--- config.mk ---
export PLATFORM = sky130hd
export DESIGN_NAME = ccff_chain_loader
export DESIGN_NICKNAME = d
export VERILOG_FILES = /design/src/rtl/ccff_chain_loader.sv
export SDC_FILE = /design/constraint.sdc
export NUM_CORES = 1
export LEC_CHECK = 0
export ABC_CLOCK_PERIOD_IN_PS = 2040
export CAP_MARGIN = 20
export CORE_ASPECT_RATIO = 0.75
export CORE_MARGIN = 2
export CORE_UTILIZATION = 40
export CTS_BUF_LIST = sky130_fd_sc_hd__clkbuf_2 sky130_fd_sc_hd__clkbuf_4 sky130_fd_sc_hd__clkbuf_8
export DETAILED_ROUTE_END_ITERATION = 6
export PLACE_DENSITY = 0.63
export SLEW_MARGIN = 20
export SYNTH_ARGS = -nofsm -noshare
export SYNTH_HDL_FRONTEND = slang
export SYNTH_SLANG_ARGS = --single-unit
--- constraint.sdc ---
create_clock -name prog_clk -period 2.04 [get_ports prog_clk]
set_input_delay 0.408 -clock prog_clk [delete_from_list [all_inputs] [get_ports prog_clk]]
set_output_delay 0.408 -clock prog_clk [all_outputs]
set_load 0.005 [all_outputs]
--- src/rtl/ccff_chain_loader.sv ---
// ccff_chain_loader: streams configuration words LSB-first into a ccff chain,
// exactly CHAIN_LEN bits per load, and repacks the bits returned on ccff_tail
// into readback words.
//
// Handshake: cfg_data is transferred on a rising prog_clk edge where
// cfg_valid and cfg_ready are both high; cfg_ready is only high in FETCH.
// rb_valid is a single-cycle strobe with no back-pressure.
//
// All outputs are registered. Each output's next value is derived from the
// next FSM state, so ccff_head and ccff_shift_en change together on the same
// edge and stay stable for the whole shift cycle.
module ccff_chain_loader #(
    parameter int CHAIN_LEN = 1152,
    parameter int WORD_W    = 8,
    parameter int CNT_W     = 16
) (
    input  logic              prog_clk,
    input  logic              prog_reset,
    input  logic              start,
    input  logic [WORD_W-1:0] cfg_data,
    input  logic              cfg_valid,
    output logic              cfg_ready,
    output logic              ccff_head,
    output logic              ccff_shift_en,
    input  logic              ccff_tail,
    output logic [WORD_W-1:0] rb_data,
    output logic              rb_valid,
    output logic              busy,
    output logic              done,
    output logic [1:0]        dbg_state
);

    typedef enum logic [1:0] {
        S_IDLE  = 2'd0,
        S_FETCH = 2'd1,
        S_SHIFT = 2'd2,
        S_DONE  = 2'd3
    } state_t;

    state_t            state_q, state_d;
    logic [WORD_W-1:0] word_q, word_d;     // remaining unshifted bits of the current word
    logic [WORD_W-1:0] mask_q, mask_d;     // one-hot position of the bit now on ccff_head
    logic [WORD_W-1:0] acc_q, acc_d;       // readback word being assembled
    logic [CNT_W-1:0]  bit_cnt_q, bit_cnt_d;
    logic              head_q, head_d;
    logic              shift_en_q, shift_en_d;
    logic [WORD_W-1:0] rb_data_q, rb_data_d;
    logic              rb_valid_q, rb_valid_d;
    logic              busy_q, busy_d;
    logic              done_q, done_d;
    logic              cfg_ready_q, cfg_ready_d;

    logic [WORD_W-1:0] acc_next;
    logic              last_bit;
    logic              word_end;

    // Next-state, datapath and registered-output logic
    always_comb begin
        state_d    = state_q;
        word_d     = word_q;
        mask_d     = mask_q;
        acc_d      = acc_q;
        bit_cnt_d  = bit_cnt_q;
        head_d     = head_q;
        rb_data_d  = rb_data_q;
        rb_valid_d = 1'b0;
        acc_next   = acc_q | (ccff_tail ? mask_q : '0);
        last_bit   = (bit_cnt_q == CNT_W'(CHAIN_LEN - 1));
        word_end   = mask_q[WORD_W-1];

        case (state_q)
            S_IDLE: begin
                if (start) begin
                    state_d   = S_FETCH;
                    bit_cnt_d = '0;
                    acc_d     = '0;
                end
            end
            S_FETCH: begin
                if (cfg_valid && cfg_ready_q) begin
                    state_d = S_SHIFT;
                    head_d  = cfg_data[0];
                    word_d  = cfg_data >> 1;
                    mask_d  = WORD_W'(1);
                end
            end
            S_SHIFT: begin
                // The bit on ccff_head is consumed at the edge ending this cycle;
                // ccff_tail still shows the pre-shift chain output.
                bit_cnt_d = bit_cnt_q + CNT_W'(1);
                if (last_bit || word_end) begin
                    rb_data_d  = acc_next;
                    rb_valid_d = 1'b1;
                    acc_d      = '0;
                end else begin
                    acc_d = acc_next;
                end
                if (last_bit) begin
                    state_d = S_DONE;
                end else if (word_end) begin
                    state_d = S_FETCH;
                end else begin
                    head_d = word_q[0];
                    word_d = word_q >> 1;
                    mask_d = mask_q << 1;
                end
            end
            S_DONE: begin
                state_d = S_IDLE;
            end
            default: begin
                state_d = S_IDLE;
            end
        endcase

        shift_en_d  = (state_d == S_SHIFT);
        cfg_ready_d = (state_d == S_FETCH);
        busy_d      = (state_d != S_IDLE);
        done_d      = (state_d == S_DONE);
    end

    // State and output registers, cleared asynchronously
    always_ff @(posedge prog_clk or posedge prog_reset) begin
        if (prog_reset) begin
            state_q     <= S_IDLE;
            word_q      <= '0;
            mask_q      <= '0;
            acc_q       <= '0;
            bit_cnt_q   <= '0;
            head_q      <= 1'b0;
            shift_en_q  <= 1'b0;
            rb_data_q   <= '0;
            rb_valid_q  <= 1'b0;
            busy_q      <= 1'b0;
            done_q      <= 1'b0;
            cfg_ready_q <= 1'b0;
        end else begin
            state_q     <= state_d;
            word_q      <= word_d;
            mask_q      <= mask_d;
            acc_q       <= acc_d;
            bit_cnt_q   <= bit_cnt_d;
            head_q      <= head_d;
            shift_en_q  <= shift_en_d;
            rb_data_q   <= rb_data_d;
            rb_valid_q  <= rb_valid_d;
            busy_q      <= busy_d;
            done_q      <= done_d;
            cfg_ready_q <= cfg_ready_d;
        end
    end

    assign cfg_ready     = cfg_ready_q;
    assign ccff_head     = head_q;
    assign ccff_shift_en = shift_en_q;
    assign rb_data       = rb_data_q;
    assign rb_valid      = rb_valid_q;
    assign busy          = busy_q;
    assign done          = done_q;
    assign dbg_state     = state_q;

endmodule

Word-level counts from Yosys, hierarchy flattened --
Cells that the tools add are included.
Operators by class: $add $sub $neg 1, eq/ne operators 11, multiplexer cells 25, bitwise gates (word level) 1, reduce and logical (&&, ||, !) cells 10
Operators with widths (count):
- 2-to-1 mux 8 bit | 9
- one-hot mux 8 bit (2 select lines) | 3
- one-hot mux 16 bit (2 select lines) | 1
- adder 16 x 1 -> 16 bit, second input constant | 1
- equality test 16 x 11 -> 1 bit, second input constant | 1
- 2-to-1 mux 16 bit | 1
- equality test 2 bit, second input constant | 4
- 2-to-1 mux 2 bit | 4
- != test 2 bit, second input constant | 4
- bitwise OR 8 bit | 1
- one-hot mux 2 bit (4 select lines) | 1
- nonzero test 2 bit | 3
- 2-to-1 mux 1 bit | 5
- equality test 2 x 1 -> 1 bit, second input constant | 2
- AND reduction 2 bit | 2
- AND reduction 4 bit | 1
- AND reduction 3 bit | 1
- logical NOT 2 bit | 1
- one-hot mux 1 bit (2 select lines) | 1
- logical AND 1 bit | 1
- logical OR 1 bit | 1
Word-level totals: register bits 56, bits of input ports 13, output and inout bits 16, logic and storage cells 61

Depth between registers and ports, before layout --
Gate-level depths: netlist of the first run.
depth after elaboration 4, mapped depth 7, depth with buffers taken out 5

Least setup slack after synthesis of the first run --
Ideal clock, no wire load.
path type register to register, start register bit_cnt_q[0], end register head_q, in the netlist ccff_head, setup time 125 ps, arrival time 1846 ps, data required time 1915 ps, setup slack 69 ps, cell stages (with the launch flop) 8, buffers on the path 2, clock period less this slack 1971 ps, cell sequence dfrtp_1 -> ha_1 -> and3_1 -> buf_2 -> and4_2 -> buf_4 -> o21ai_4 -> mux2_2
Between the ends: word-level cells in the longest chain between the ends 3
RTL lines:
- from (decl) | line 44 | logic [CNT_W-1:0] bit_cnt_q, bit_cnt_d;
- from (signal assigned) | line 142 | bit_cnt_q <= bit_cnt_d;
- equality test 16 x 11 -> 1 bit | line 68 | last_bit = (bit_cnt_q == CNT_W'(CHAIN_LEN - 1));
- != test 2 bit (no source line)
- AND reduction 4 bit (no source line)
- to (signal assigned) | line 130 | head_q <= 1'b0;
- to (signal assigned) | line 143 | head_q <= head_d;
- to (decl) | line 45 | logic head_q, head_d;
No other way between the ends. A chain may end at the register's enable or synchronous reset.

Worst setup path after layout of the first run --
start register bit_cnt_q[0], end register word_q[0]
Between the ends: word-level cells in the longest chain between the ends 3
RTL lines:
- equality test 16 x 11 -> 1 bit | line 68
- != test 2 bit (no source line)
- AND reduction 4 bit (no source line)
- to (signal assigned) | line 139 | word_q <= word_d;
- to (decl) | line 41 | logic [WORD_W-1:0] word_q, word_d;
No other way between the ends.

==> results of run 1 <==
[how the worst min path moves through the flow]
stage / startpoint / end / slack, ns / cells past startpoint
6_report: prog_reset / word_q[5]$_DFFE_PP0P_ / 0.46 / 3
5_1_grt: bit_cnt_q[15]$_DFFE_PP0P_ / bit_cnt_q[15]$_DFFE_PP0P_ / 0.49 / 1
3_5_place_dp: bit_cnt_q[15]$_DFFE_PP0P_ / bit_cnt_q[15]$_DFFE_PP0P_ / 0.46 / 1
3_3_place_gp: bit_cnt_q[15]$_DFFE_PP0P_ / bit_cnt_q[15]$_DFFE_PP0P_ / 0.46 / 1
2_1_floorplan: bit_cnt_q[15]$_DFFE_PP0P_ / bit_cnt_q[15]$_DFFE_PP0P_ / 0.44 / 1
4_1_cts: prog_reset / word_q[5]$_DFFE_PP0P_ / 0.47 / 3
[registers in the layout (all words and copies together), names as in the netlist, 2 cells and up]
register	count
acc_q	8
bit_cnt_q	16
dbg_state	2
mask_q	8
rb_data	8
word_q	7
[worst register-to-register path: stages, from the launching register on]
cell and delay [ns]:
sky130_fd_sc_hd__dfrtp_1 0.42, sky130_fd_sc_hd__ha_1 0.26, sky130_fd_sc_hd__and3_1 0.25, sky130_fd_sc_hd__and4_2 0.26, sky130_fd_sc_hd__o21ai_4 0.27, sky130_fd_sc_hd__mux2_2 0.38
[per-layer routing]
layer | wire (um) | global-route usage
met2 | 2080 | 0.243
met3 | 293 | 0.0374
met4 | 69 | 0.0515
met5 | 0 | 0
met1 | 2770 | 0.252
[placed cells by master, fill, tap and decap left out, types with 2 or more instances in the layout]
cell type	instances
sky130_fd_sc_hd__o21ai_0	25
sky130_fd_sc_hd__dfrtp_1	55
sky130_fd_sc_hd__nor3_1	3
sky130_fd_sc_hd__mux2i_1	14
sky130_fd_sc_hd__a21oi_1	7
sky130_fd_sc_hd__nand2_1	52
sky130_fd_sc_hd__mux2_2	7
sky130_fd_sc_hd__nor4b_4	2
sky130_fd_sc_hd__nand3_1	12
sky130_fd_sc_hd__o211ai_1	2
sky130_fd_sc_hd__buf_4	14
sky130_fd_sc_hd__o21bai_1	2
sky130_fd_sc_hd__nor4_1	4
sky130_fd_sc_hd__or4_1	2
sky130_fd_sc_hd__inv_1	10
sky130_fd_sc_hd__clkbuf_8	5
sky130_fd_sc_hd__a22o_1	2
sky130_fd_sc_hd__nor2_1	7
sky130_fd_sc_hd__nand4_1	4
sky130_fd_sc_hd__clkdlybuf4s50_1	28
[cell families (layout without fill, tap and decap cells)]
family,Yosys count,count (layout),synth area share
and+or+nand+nor,95,95,0.197
DFF,55,55,0.550
adders and majority gates,1,1,0.00500
buffers and inverters,22,62,0.0370
AOI/OAI and AO/OA,47,47,0.117
muxes,22,22,0.0935
[layout make-up]
type | count | area share
flip-flops and latches | 55 | 0.452
inverters | 11 | 0.0136
clock buffers | 6 | 0.0251
clock inverters | 2 | 0.00411
well taps | 78 | 0.0321
multi-input cells | 165 | 0.340
repair buffers | 43 | 0.133
[power by group through the flow]
stage	combinational (mW)	clock [mW]	sequential, mW
detailed placement	1.08	0	1.55
floorplan	0.581	0	1.55
global route	1.20	0.657	1.57
finish	1.07	0.609	1.53
global placement	1.06	0	1.54
CTS	1.08	0.623	1.53
==> summary.txt, run 1 <==
RUN STATUS
---------------------------------------------------------------------------
Status                                                         complete, no violations

STA
---------------------------------------------------------------------------
Setup violation total in the final timing report                          0
Tightest Pin Transition                                             1.05 ns
Final worst-path cycle share                                          0.954
Setup repair after global routing missed its margin                      no
Minimum clock period after layout                                   1.95 ns
Minimum setup slack in the final design                           0.0929 ns
Final Hold Fails                                                          0
Worst max-slew margin expressed relative to the limit                 0.295
Number of max-slew violations in the final report                         0
Hold slack final                                                   0.464 ns
Final Skew                                                        0.0101 ns
Timing-limited maximum frequency                                    514 MHz
Sum Neg Setup Slack                                                    0 ns

DETAILED ROUTING
---------------------------------------------------------------------------
DRC violation count after routing                                         0
Wire length after detailed routing                                  5210 um
DR vias/cell                                                           5.18
Remaining antenna violation count after routing                           0
1st-iter DRT viols                                                       99
Vias after detailed routing                                           1,866
WL/cell                                                             14.5 um
DR pass1 iterations                                                       4

GRT
---------------------------------------------------------------------------
Global routing usage summed across all routing layers                 0.168
Vias in the first global route                                        1,843
Residual overflow from global routing                                     0
Global-route wire length before repair                              8930 um
Maximum number of pins on one net before global-route repair             56
Antenna violations before repair                                          0

CLOCK NETWORK
---------------------------------------------------------------------------
H-Tree Level Count                                                        2
Clock root cell                                                sky130_fd_sc_hd__clkbuf_8
Worst skew pair latency                                             0.31 ns
CTS Buf Count                                                             5
TritonCTS clock tree                                                    yes
Number of clock sinks                                                    55
Clk slew on worst S/H paths                                         0.10 ns
Post-CTS Resized                                                          0
Maximum clock insertion buffer count                                      2
Postcts setup bufs                                                        0
Hold Buf Count CTS                                                        0

DIE
---------------------------------------------------------------------------
Horiz. Die Dim                                                      95.4 um
Die H                                                               72.5 um
Full die area                                                    6910 sq um
Placement Rows                                                           24
Core region area                                                 5920 sq um
Initial core utilization                                              0.423
Top-level I/O count                                                      29

PLACEMENT
---------------------------------------------------------------------------
DP Area                                                          2960 sq um
Count of port buffers added during placement                             28
Worst slack after detailed placement                             -0.0873 ns
Placer Congestion                                                     0.764
Sum of net half-perimeters after detailed placement                 3610 um
Number of instances in the placed design                                352

LAYOUT
---------------------------------------------------------------------------
Design area                                                      3040 sq um
Share of post-route cells with drive strength above 1                 0.145
Number of nets in the finished design                                   295
ANT cells                                                                 0
Fin cells                                                               360
Multi-input gate area                                            1030 sq um
Seq. cell area                                                   1380 sq um
Filler cell count                                                       531
Layout area overhead                                                  21.6%
Final standard cell utilization of the core                           0.515

YOSYS
---------------------------------------------------------------------------
Net count after synthesis                                               256
Most used DFF post-synth                                       sky130_fd_sc_hd__dfrtp_1
Post-synth EDFFs                                                          0
Number of register bits inferred by synthesis                            55
Synth unique cells                                                       40
Post-synthesis cell type with the largest combined area        sky130_fd_sc_hd__dfrtp_1
Library cell with the highest instance count after synthesis   sky130_fd_sc_hd__dfrtp_1
Mean instance size in the synthesized netlist                    10.3 sq um
Commonest cells in the synthesized netlist                     sky130_fd_sc_hd__dfrtp_1, sky130_fd_sc_hd__nand2_1, sky130_fd_sc_hd__o21ai_0
Main area contributors after synthesis                         sky130_fd_sc_hd__dfrtp_1, sky130_fd_sc_hd__nand2_1, sky130_fd_sc_hd__mux2i_1
Number of warnings issued by yosys                                        0
Fraction of registers with async set/reset                             1.00
Post-synthesis sequential area ratio                                  0.550
Share of the synthesized area in the top cell type                    0.550
Gate count after technology mapping                                     242
Post-Synthesis Cell Area                                         2500 sq um

WORST SETUP PATH
---------------------------------------------------------------------------
Cell Chain, Critical Path                                      ha_1 > and3_1 > and4_2 > o21ai_4 > mux2_2
Cell with the biggest individual delay on the critical path    sky130_fd_sc_hd__dfrtp_1
Type of destination of the critical path                               flop
Worst-case register-to-register setup slack                         0.09 ns
Maximum single-stage delay on the critical path                     0.42 ns
Bufs and invs on worst path                                               0
Crit-path max FO                                                          8
Number of stages on the worst setup path                                  5
Critical path startpoint category                                      flop
Worst Setup SP                                                 bit_cnt_q[0]$_DFFE_PP0P_
R2R depth                                                                 5
Worst R2R Start                                                bit_cnt_q[0]$_DFFE_PP0P_
Classification of the worst setup path                           reg -> reg
Worst setup endpoint                                           word_q[0]$_DFFE_PP0P_
Req. time, crit path                                                2.24 ns
Largest delay contributor family on the critical path          simple AND/OR/NAND/NOR gates
Worst path arrival time                                             2.15 ns
Terminus of the critical flop-to-flop path                     word_q[0]$_DFFE_PP0P_

PWR
---------------------------------------------------------------------------
Pwr Density                                                    1050 nW/um^2
IR drop worst, VDD                                                   563 uV
Switching power                                                     1.03 mW
Internal power consumption                                          2.18 mW
Reported leakage power                                              1.37 nW
Net Sw Frac                                                           0.320
Share of total power in combinational logic                           0.333
Total chip power                                                    3.20 mW
Part of the total power dissipated in the clock network               0.190
Sequential group share of total power                                 0.477

HOLD PATH
---------------------------------------------------------------------------
Worst min-delay path category                                   in -> async

FLOW RUN
---------------------------------------------------------------------------
Max-Cap Viols                                                             0

No activity file was read; power rests on OpenSTA's default activity.
==> run 2: changes to the inputs <==
--- a/config.mk
+++ b/config.mk
@@ -5,6 +5,7 @@
 export SDC_FILE = /design/constraint.sdc
 export NUM_CORES = 1
 export LEC_CHECK = 0
+export ABC_AREA = 1
 export ABC_CLOCK_PERIOD_IN_PS = 2040
 export CAP_MARGIN = 20
 export CORE_ASPECT_RATIO = 0.75
@@ -12,7 +13,7 @@
 export CORE_UTILIZATION = 40
 export CTS_BUF_LIST = sky130_fd_sc_hd__clkbuf_2 sky130_fd_sc_hd__clkbuf_4 sky130_fd_sc_hd__clkbuf_8
 export DETAILED_ROUTE_END_ITERATION = 6
-export PLACE_DENSITY = 0.63
+export PLACE_DENSITY = 0.62
 export SLEW_MARGIN = 20
 export SYNTH_ARGS = -nofsm -noshare
 export SYNTH_HDL_FRONTEND = slang
==> run 2 against run 1 <==
Net effect:
- flip-flop and latch count unchanged
- routed wire length increased by 12%
- non-clock buffer count decreased by 8
- critical path depth increased by 3
- synthesized cell count increased by 40%
- worst hold slack got worse by 0.068 ns
- critical endpoint is now word_q[5]$_DFFE_PP0P_
==> summary.txt, run 2 <==
PLACEMENT
---------------------------------------------------------------------------
Placer Congestion                                                     0.833
Count of port buffers added during placement                             28
Worst slack after detailed placement                               0.152 ns
Sum of net half-perimeters after detailed placement                 4210 um

PWR
---------------------------------------------------------------------------
Pwr Density                                                    1130 nW/um^2
IR drop worst, VDD                                                   449 uV
Total chip power                                                    3.64 mW
Reported leakage power                                              1.60 nW

YOSYS
---------------------------------------------------------------------------
Synth unique cells                                                       28
Post-synthesis sequential area ratio                                  0.509
Library cell with the highest instance count after synthesis   sky130_fd_sc_hd__nand2_1
Commonest cells in the synthesized netlist                     sky130_fd_sc_hd__nand2_1, sky130_fd_sc_hd__dfrtp_1, sky130_fd_sc_hd__inv_1
Main area contributors after synthesis                         sky130_fd_sc_hd__dfrtp_1, sky130_fd_sc_hd__nand2_1, sky130_fd_sc_hd__nand3_1
Post-Synthesis Cell Area                                         2710 sq um
Number of warnings issued by yosys                                        0
Gate count after technology mapping                                     338
Post-synth EDFFs                                                          0
Number of register bits inferred by synthesis                            55
Net count after synthesis                                               352
Most used DFF post-synth                                       sky130_fd_sc_hd__dfrtp_1
Post-synthesis cell type with the largest combined area        sky130_fd_sc_hd__dfrtp_1
Fraction of registers with async set/reset                             1.00
Share of the synthesized area in the top cell type                    0.509
Mean instance size in the synthesized netlist                    8.00 sq um

LAYOUT
---------------------------------------------------------------------------
ANT cells                                                                 0
Most frequent cells in the layout                              sky130_fd_sc_hd__nand2_1, sky130_fd_sc_hd__dfrtp_1, sky130_fd_sc_hd__clkdlybuf4s50_1
Share of post-route cells with drive strength above 1                 0.115
Number of nets in the finished design                                   386
Leading cell type in the layout, fill and taps excluded        sky130_fd_sc_hd__nand2_1
Layout area overhead                                                  19.5%
Biggest register                                                  bit_cnt_q
Max FFs per register                                                     16

DETAILED ROUTING
---------------------------------------------------------------------------
Vias after detailed routing                                           2,241
Wire length after detailed routing                                  5840 um
DR vias/cell                                                           4.94
DR pass1 iterations                                                       4
1st-iter DRT viols                                                      105
Remaining antenna violation count after routing                           0
DRC violation count after routing                                         0
WL/cell                                                             12.9 um

CLOCK NETWORK
---------------------------------------------------------------------------
Clock root cell                                                sky130_fd_sc_hd__clkbuf_8
TritonCTS clock tree                                                    yes
Post-CTS Resized                                                          0
Worst skew pair latency                                             0.32 ns
CTS Buf Count                                                             5
Clk slew on worst S/H paths                                         0.10 ns
Maximum clock insertion buffer count                                      2
H-Tree Level Count                                                        2
Postcts setup bufs                                                        0
Number of clock sinks                                                    55
Hold Buf Count CTS                                                        0

GRT
---------------------------------------------------------------------------
Antenna violations before repair                                          0
Global routing usage summed across all routing layers                 0.172
Maximum number of pins on one net before global-route repair             21
Residual overflow from global routing                                     0
Vias in the first global route                                        2,135
Global-route wire length before repair                            10,000 um

STA
---------------------------------------------------------------------------
Number of max-slew violations in the final report                         0
Sum Neg Setup Slack                                                    0 ns
Minimum clock period after layout                                   1.67 ns
Setup violation total in the final timing report                          0
Final worst-path cycle share                                          0.818
Setup repair after global routing missed its margin                      no
Minimum setup slack in the final design                            0.371 ns
Worst max-slew margin expressed relative to the limit                 0.702
Tightest Pin Transition                                            0.446 ns
Final Hold Fails                                                          0
Timing-limited maximum frequency                                    599 MHz
Final Skew                                                       0.00436 ns

WORST SETUP PATH
---------------------------------------------------------------------------
Classification of the worst setup path                           reg -> reg
Worst path arrival time                                             1.89 ns
Worst R2R Start                                                bit_cnt_q[0]$_DFFE_PP0P_
Req. time, crit path                                                2.26 ns
Type of destination of the critical path                               flop
Critical path startpoint category                                      flop
Worst-case register-to-register setup slack                         0.37 ns
R2R depth                                                                 8
Terminus of the critical flop-to-flop path                     word_q[5]$_DFFE_PP0P_
Crit-path max FO                                                         18

DIE
---------------------------------------------------------------------------
Placement Rows                                                           25
Top-level I/O count                                                      29
Horiz. Die Dim                                                      99.0 um
Die H                                                               75.2 um
Full die area                                                    7440 sq um
Core region area                                                 6410 sq um
Initial core utilization                                              0.422

FLOW RUN
---------------------------------------------------------------------------
Max-Cap Viols                                                             0

HOLD PATH
---------------------------------------------------------------------------
Worst min-delay path category                                   in -> async

RUN STATUS
---------------------------------------------------------------------------
Status                                                         complete, no violations

## run 2: cell types whose count changed after synthesis, sizes merged, moves of 4 or more
cell,change
mux2,-8
a21oi,+10
nand3,+21
o21ai,-9
nor4,-4
nand2,+75
inv,+21
nor2,+22
mux2i,-13
clkbuf,-4
## run 2: how the worst max path moves through the flow
stage / from / cells past startpoint / end
after floorplan: prog_reset / 1 / acc_q[0]$_DFFE_PP0P_
after global placement: cfg_valid / 7 / ccff_head$_DFFE_PP0P_
after detailed placement: cfg_valid / 7 / word_q[5]$_DFFE_PP0P_
after CTS: dbg_state[1]$_DFF_PP0_ / 1 / dbg_state[1]
after global routing: bit_cnt_q[0]$_DFFE_PP0P_ / 8 / word_q[5]$_DFFE_PP0P_
final: bit_cnt_q[0]$_DFFE_PP0P_ / 8 / word_q[5]$_DFFE_PP0P_
## run 2: logic make-up after synthesis
logic type | Yosys count | synth area share
multiplexers | 1 | 0.00370
buffers and inverters | 41 | 0.0712
AO/OA/AOI/OAI | 39 | 0.0745
adder cells (fa/ha/maj) | 1 | 0.00462
flip-flops | 55 | 0.509
AND/OR/NAND/NOR | 201 | 0.337
## run 2: power breakdown
part           switching [mW]  internal [mW]  total, mW
sequential              0.203           1.39       1.60
clock                   0.385          0.490      0.875
combinational           0.626          0.541       1.17
total                    1.21           2.43       3.64
## run 2: per-layer routing
layer  vias up  part of all wire  wire length (um)  global-route usage
li1       1145                 -                 -                   -
met1      1027              0.51              2970               0.247
met2        62              0.41              2390               0.259
met3         7             0.065               382              0.0344
met4         0             0.016                91              0.0685
met5         -                 0                 0                   0
## run 2: worst max-delay path, stage by stage (launching register included)
cell and delay (ns):
sky130_fd_sc_hd__dfrtp_1 0.43, sky130_fd_sc_hd__ha_1 0.24, sky130_fd_sc_hd__nand3_2 0.13, sky130_fd_sc_hd__nor2_2 0.14, sky130_fd_sc_hd__nand2_2 0.11, sky130_fd_sc_hd__nand2_4 0.20, sky130_fd_sc_hd__nand2_2 0.16, sky130_fd_sc_hd__nand2_1 0.11
sky130_fd_sc_hd__nand2_1 0.05
## run 2: cell type report
type                            instances  area, sq um
Multi-Input combinational cell        242         1140
Inverter                               33          124
Sequential cell                        55         1380
Clock inverter                          3         67.6
Fill cell                             615         3180
Timing Repair Buffer                   35          358
Tap cell                               81          101
Clock buffer                            5         68.8
## run 2: through the flow
stage	utilization	instance area (sq um)	hold WS [ns]	std cells
after floorplan	-	2710	0.454	338
after global placement	0.483	3100	0.457	446
after detailed placement	0.483	3100	0.457	446
after CTS	0.504	3230	0.411	454
after global routing	0.504	3230	0.431	454
final	0.504	3230	0.397	454
